[config.mk]
export PLATFORM = sky130hd
export DESIGN_NAME = score_bcd_scheduler_flat
export DESIGN_NICKNAME = d
export VERILOG_FILES = /design/src/rtl/score_bcd_scheduler_if.sv /design/src/rtl/score_bcd_scheduler.sv /design/src/flat_wrapper.sv
export SDC_FILE = /design/constraint.sdc
export NUM_CORES = 1
export LEC_CHECK = 0
export CORE_MARGIN = 5
export CORE_UTILIZATION = 51
export DETAILED_ROUTE_END_ITERATION = 8
export PLACE_DENSITY = 0.87
export REMOVE_ABC_BUFFERS = 1
export SKIP_LAST_GASP = 1
export SYNTH_ARGS = -nofsm -noshare
export SYNTH_HDL_FRONTEND = slang
export SYNTH_SLANG_ARGS = --single-unit
export TNS_END_PERCENT = 50
[constraint.sdc]
create_clock -name clk -period 2.5 [get_ports clk]
set_input_delay 0.75 -clock clk [delete_from_list [all_inputs] [get_ports clk]]
set_output_delay 0.75 -clock clk [all_outputs]
set_load 0.05 [all_outputs]
[src/rtl/score_bcd_scheduler_if.sv]
// Request/result bundle between the score sources and the shared BCD converter.
// The master drives the requests; the slave (converter) returns digits, flags and pulses.
interface score_bcd_scheduler_if #(
    parameter int WIDTH  = 10,
    parameter int DIGITS = 4
);
    logic                  req0;
    logic [WIDTH-1:0]      val0;
    logic                  req1;
    logic [WIDTH-1:0]      val1;
    logic                  busy;
    logic                  done0;
    logic                  done1;
    logic [4*DIGITS-1:0]   bcd0;
    logic [4*DIGITS-1:0]   bcd1;
    logic                  ovf0;
    logic                  ovf1;

    modport master (
        output req0, val0, req1, val1,
        input  busy, done0, done1, bcd0, bcd1, ovf0, ovf1
    );

    modport slave (
        input  req0, val0, req1, val1,
        output busy, done0, done1, bcd0, bcd1, ovf0, ovf1
    );
endinterface

[src/rtl/score_bcd_scheduler.sv]
// One shift-and-add-3 binary-to-BCD converter shared round-robin by two score sources,
// each with its own registered digit bank, overflow flag and done pulse.
module score_bcd_scheduler #(
    parameter int WIDTH  = 10,
    parameter int DIGITS = 4
) (
    input  logic                  clk,
    input  logic                  resetn,
    score_bcd_scheduler_if.slave  bus
);

    // The accumulator must hold every digit of 2^WIDTH-1 and at least DIGITS digits.
    localparam int NEED_D = (WIDTH + 2) / 3;
    localparam int ACC_D  = (NEED_D > DIGITS) ? NEED_D : DIGITS;
    localparam int ACC_W  = 4 * ACC_D;
    localparam int CNT_W  = $clog2(WIDTH + 1);

    typedef enum logic [1:0] {IDLE, SHIFT, DONE} state_t;

    state_t               state;
    logic [WIDTH-1:0]     bin_reg;
    logic [ACC_W-1:0]     acc;
    logic [CNT_W-1:0]     count;
    logic                 owner;
    logic                 last;
    logic [4*DIGITS-1:0]  bcd0_q;
    logic [4*DIGITS-1:0]  bcd1_q;
    logic                 ovf0_q;
    logic                 ovf1_q;
    logic                 done0_q;
    logic                 done1_q;

    logic [ACC_W-1:0]     acc_adj;
    logic [4*DIGITS-1:0]  result_bcd;
    logic                 result_ovf;
    logic                 pick1;

    function automatic logic [ACC_W-1:0] add3(input logic [ACC_W-1:0] a);
        logic [ACC_W-1:0] r;
        r = a;
        for (int i = 0; i < ACC_D; i++) begin
            if (r[4*i +: 4] >= 4'd5) begin
                r[4*i +: 4] = r[4*i +: 4] + 4'd3;
            end
        end
        return r;
    endfunction

    assign acc_adj = add3(acc);

    // Requester 1 wins when alone, or when both ask and requester 0 was served last.
    assign pick1 = bus.req1 && (!bus.req0 || !last);

    // Any nonzero digit above the visible ones means the value does not fit: saturate to all 9s.
    always_comb begin
        result_bcd = '0;
        result_ovf = 1'b0;
        for (int i = 0; i < DIGITS; i++) begin
            result_bcd[4*i +: 4] = acc[4*i +: 4];
        end
        for (int i = DIGITS; i < ACC_D; i++) begin
            if (acc[4*i +: 4] != 4'd0) begin
                result_ovf = 1'b1;
            end
        end
        if (result_ovf) begin
            result_bcd = {DIGITS{4'h9}};
        end
    end

    always_ff @(posedge clk or negedge resetn) begin
        if (!resetn) begin
            state   <= IDLE;
            bin_reg <= '0;
            acc     <= '0;
            count   <= '0;
            owner   <= 1'b0;
            last    <= 1'b1;
            bcd0_q  <= '0;
            bcd1_q  <= '0;
            ovf0_q  <= 1'b0;
            ovf1_q  <= 1'b0;
            done0_q <= 1'b0;
            done1_q <= 1'b0;
        end else begin
            done0_q <= 1'b0;
            done1_q <= 1'b0;
            case (state)
                IDLE: begin
                    if (bus.req0 || bus.req1) begin
                        owner   <= pick1;
                        last    <= pick1;
                        bin_reg <= pick1 ? bus.val1 : bus.val0;
                        acc     <= '0;
                        count   <= '0;
                        state   <= SHIFT;
                    end
                end
                SHIFT: begin
                    acc     <= {acc_adj[ACC_W-2:0], bin_reg[WIDTH-1]};
                    bin_reg <= bin_reg << 1;
                    count   <= count + 1'b1;
                    if (count == CNT_W'(WIDTH - 1)) begin
                        state <= DONE;
                    end
                end
                DONE: begin
                    if (owner) begin
                        bcd1_q  <= result_bcd;
                        ovf1_q  <= result_ovf;
                        done1_q <= 1'b1;
                    end else begin
                        bcd0_q  <= result_bcd;
                        ovf0_q  <= result_ovf;
                        done0_q <= 1'b1;
                    end
                    state <= IDLE;
                end
                default: state <= IDLE;
            endcase
        end
    end

    assign bus.busy  = (state != IDLE);
    assign bus.done0 = done0_q;
    assign bus.done1 = done1_q;
    assign bus.bcd0  = bcd0_q;
    assign bus.bcd1  = bcd1_q;
    assign bus.ovf0  = ovf0_q;
    assign bus.ovf1  = ovf1_q;

endmodule

[src/flat_wrapper.sv]
// flat-port wrapper written by rule: the top's interface ports become plain ports
module score_bcd_scheduler_flat 
#(
    parameter int WIDTH  = 10,
    parameter int DIGITS = 4
)
  (clk, resetn, bus_req0, bus_val0, bus_req1, bus_val1, bus_busy, bus_done0, bus_done1, bus_bcd0, bus_bcd1, bus_ovf0, bus_ovf1);
  score_bcd_scheduler_if #(.WIDTH(WIDTH), .DIGITS(DIGITS)) bus_i ();
  input  logic clk;
  input  logic resetn;
  input wire logic [$bits(bus_i.req0)-1:0] bus_req0;
  input wire logic [$bits(bus_i.val0)-1:0] bus_val0;
  input wire logic [$bits(bus_i.req1)-1:0] bus_req1;
  input wire logic [$bits(bus_i.val1)-1:0] bus_val1;
  output wire logic [$bits(bus_i.busy)-1:0] bus_busy;
  output wire logic [$bits(bus_i.done0)-1:0] bus_done0;
  output wire logic [$bits(bus_i.done1)-1:0] bus_done1;
  output wire logic [$bits(bus_i.bcd0)-1:0] bus_bcd0;
  output wire logic [$bits(bus_i.bcd1)-1:0] bus_bcd1;
  output wire logic [$bits(bus_i.ovf0)-1:0] bus_ovf0;
  output wire logic [$bits(bus_i.ovf1)-1:0] bus_ovf1;
  assign bus_i.req0 = bus_req0;
  assign bus_i.val0 = bus_val0;
  assign bus_i.req1 = bus_req1;
  assign bus_i.val1 = bus_val1;
  assign bus_busy = bus_i.busy;
  assign bus_done0 = bus_i.done0;
  assign bus_done1 = bus_i.done1;
  assign bus_bcd0 = bus_i.bcd0;
  assign bus_bcd1 = bus_i.bcd1;
  assign bus_ovf0 = bus_i.ovf0;
  assign bus_ovf1 = bus_i.ovf1;
  score_bcd_scheduler #(.WIDTH(WIDTH), .DIGITS(DIGITS)) u_core (.clk(clk), .resetn(resetn), .bus(bus_i));
endmodule
==> flow_summary.toml <==
[routing]
avgRoutedWirePerCell_um = 14.95
vias_per_cell = 5.550
drtPass1Iterations = 4
postRouteAntennaNets = 0
routed_wl_mm = 6.308
drc_errors = 0
drtIter0Drc = 76
num_vias = 2342

[synthesis]
synthArstFlopShare = 1.000
netlist-cell-type-count = 35
syn_inst = 279
ys.flop_type = "dfrtp_1"
ys_top_cells_by_count = "dfrtp_1, nand2_1, o21ai_0"
synthesis.area_um2 = 3043
netlist.area_leader.share = 0.5510
ys_seq_area_frac = 0.5596
synth_seq_cells = 68
synth_area_leader_cell = "dfrtp_1"
synth_warnings = 0
avgSynthCellArea_um2 = 10.91
synth_edf_count = 0
synth_most_common_cell = "dfrtp_1"
synthTopCellsByArea = "dfrtp_1, nand2_1, ha_1"

[power]
p_clk_frac = 0.240
switching_share = 0.3808
p_int_uw = 2670
p_comb_frac = 0.359
pwr_density_cell_nw_per_um2 = 1102
finalPower_uw = 4312
leakage_uw = 0.001757
p_seq_frac = 0.401
irDropWorstVdd_uv = 631.8
switchingPower_uw = 1642

[timing]
rsz0062_at_grt = "false"
fin_setup_tns_ns = 0
finalMaxSlewViolations = 0
fin_crit_ns = 2.284
tightest_slew_ns = 0.8758
max_slew_margin = 0.4161
fin_skew_ns = 0.006348
setup-violations-final = 0
max_freq_mhz = 437.8
hold_viol_final = 0
finalCritPeriodShare = 0.9137

[floorplanning]
fp-row-count = 28
die_h_um = 87.25
die_x_um = 87.25
fp.coreArea_um2 = 5851
die_area_um2 = 7612
start_util = 0.5201
io_pins = 61

[cells_and_area]
drive_above_1_share = 0.09510
fillers = 430
final-seq-area_um2 = 1703
nets = 376
multi_input_area_um2 = 1200
area_growth_pct = 28.58
instances_no_fill = 422
insertedDiodeCount = 0

[placed_design]
globalplace.congestion = 0.7957
dp_hpwl_mm = 4.581
portBuffers = 58
dp.cells = 406

[clocking]
htree_num_levels = 3
cts_buffers = 9
cts.sinks = 68
cts_max_path_buffers = 2
clkLatencyLatePin_ns = 0.33
cts-root-buf = "clkbuf_8"
clkTransAtPathRegs_ns = 0.07
cts_tree = "built"

[global_route]
busiest_layer = "met2"
grt_antenna_before_repair = 0
met3_usage = 0.03690
grt_start_max_net_pins = 38
grt_pass1_vias = 2420
overflow = 0
grt_use_total = 0.1825
grt_use_met1 = 0.2277
grt_pass1_wl_mm = 10.90
met2_usage = 0.3062

[flow_run]
maxCapViolations = 0

[critical_path]
cpLargestDelayFamily = "buffers and inverters"
arrival_ns = 1.53
crit_chain = "clkdlybuf4s50_1"
cp_slowest_stage_delay_ns = 0.82
reg2reg_depth = 3
cp.depth = 1
end_kind = "output port"
path_class = "reg -> out"
worst_path_max_delay_cell = "clkdlybuf4s50_1"
cp_max_fo = 2
start_kind = "flop"
worstPathRequired_ns = 1.75
cp_num_buf_inv = 1

[run_status]
outcome = "finished clean"

[hold_path]
holdCritPathClass = "in -> async"
[layout make-up]
| class | count | share of cell area |
|---|---|---|
| inverters | 11 | 0.01055 |
| flip-flops and latches | 68 | 0.4352 |
| repair buffers | 65 | 0.1634 |
| clock inverters | 4 | 0.01791 |
| well taps | 75 | 0.02398 |
| multi-input cells | 187 | 0.3067 |
| clock buffers | 12 | 0.04221 |
[cells by family after synthesis]
logic type	synth area share
other cells	0.001232
fa+ha+maj	0.04112
flops	0.5596
simple gates	0.1213
xor+xnor	0.01151
compound gates	0.1225
buf+inv	0.04729
mux	0.09540
[power groups by stage]
stage | sequential, uW | clock (uW) | combinational, uW
global route | 1780 | 1090 | 1720
finish | 1730 | 1040 | 1550
CTS | 1730 | 1040 | 1560
global placement | 1720 | 0 | 1490
floorplan | 1960 | 0 | 796
detailed placement | 1740 | 0 | 1560
[path summary, 6_finish.rpt]
check | startpoint | to | slack [ns]
max in group asynchronous | resetn | u_core.last | 1.42
min | resetn | u_core.bus.bcd1[14] | 0.41
min reg2reg | u_core.bin_reg[9] | u_core.acc[0] | 0.48
max | u_core.bus.bcd0[4] | bus_bcd0[4] | 0.22
max reg2reg | u_core.state[0] | u_core.bus.bcd0[0] | 0.74
min in group clk | u_core.bin_reg[9] | u_core.acc[0] | 0.48
[placed cells by master (no fill, tap or decap)]
master           netlist  layout
dfrtp_1               67      67
o311ai_0               4       4
a22o_1                 2       2
or2_1                  1       1
buf_2                  4       1
o21ai_0               23      23
o21ai_1               14      14
nand3_1               11      11
dlygate4sd2_1          0       1
clkdlybuf4s50_1        0      56
a21oi_1                6       6
ha_1                  10      10
nand2b_1               5       5
nor2_1                 1       1
and2b_1                1       1
o211ai_1               2       2
clkinv_1               1       1
nand4_1                1       1
a31oi_1                1       1
nor3_1                 6       6
mux2_2                 7       7
a22oi_1                9       9
mux2_1                 9       9
buf_4                  4       6
clkinv_2               0       2
xnor2_1                4       4
nor3b_1                1       1
mux2i_1               11      11
clkbuf_8               0      12
o311ai_1               1       1
conb_1                 1       2
dfstp_2                1       1
nor3b_4                1       1
bufinv_16              0       2
a21boi_1               1       1
nand3b_1               1       1
nand2_1               52      52
buf_12                 0       1
inv_1                 10      10
[worst reg2reg max path, delay by kind of cell, from the launching register on]
| family | cells | cell delay [ns] |
|---|---|---|
| buffers and inverters | 1 | 0.28 |
| muxes | 1 | 0.34 |
| and+or+nand+nor | 1 | 0.57 |
| DFF | 1 | 0.46 |
[layer usage]
metal | part of all wire | routed length, um
met1 | 0.44 | 2757
met2 | 0.49 | 3105
met3 | 0.059 | 374
met4 | 0.011 | 70
met5 | 0 | 0
[through the flow]
stage / instance area, um^2 / utilization / setup slack [ns] / hold slack (ns)
floorplan: 2944 / - / 0.4824 / 0.4396
global placement: 3679 / 0.6287 / 0.08029 / 0.4553
detailed placement: 3679 / 0.6287 / 0.05576 / 0.4673
CTS: 3913 / 0.6687 / 0.1989 / 0.4302
global route: 3913 / 0.6687 / 0.1777 / 0.4561
finish: 3913 / 0.6687 / 0.2158 / 0.4120
[timing repair]
item | 4_1_cts | 5_1_grt
gates resized for setup | 1 | 0
endpoints found under the setup margin | 1 | 0
setup buffers | 0 | 0
hold buffers | 0 | 0
Note: power is estimated with default switching activity, not from simulation.
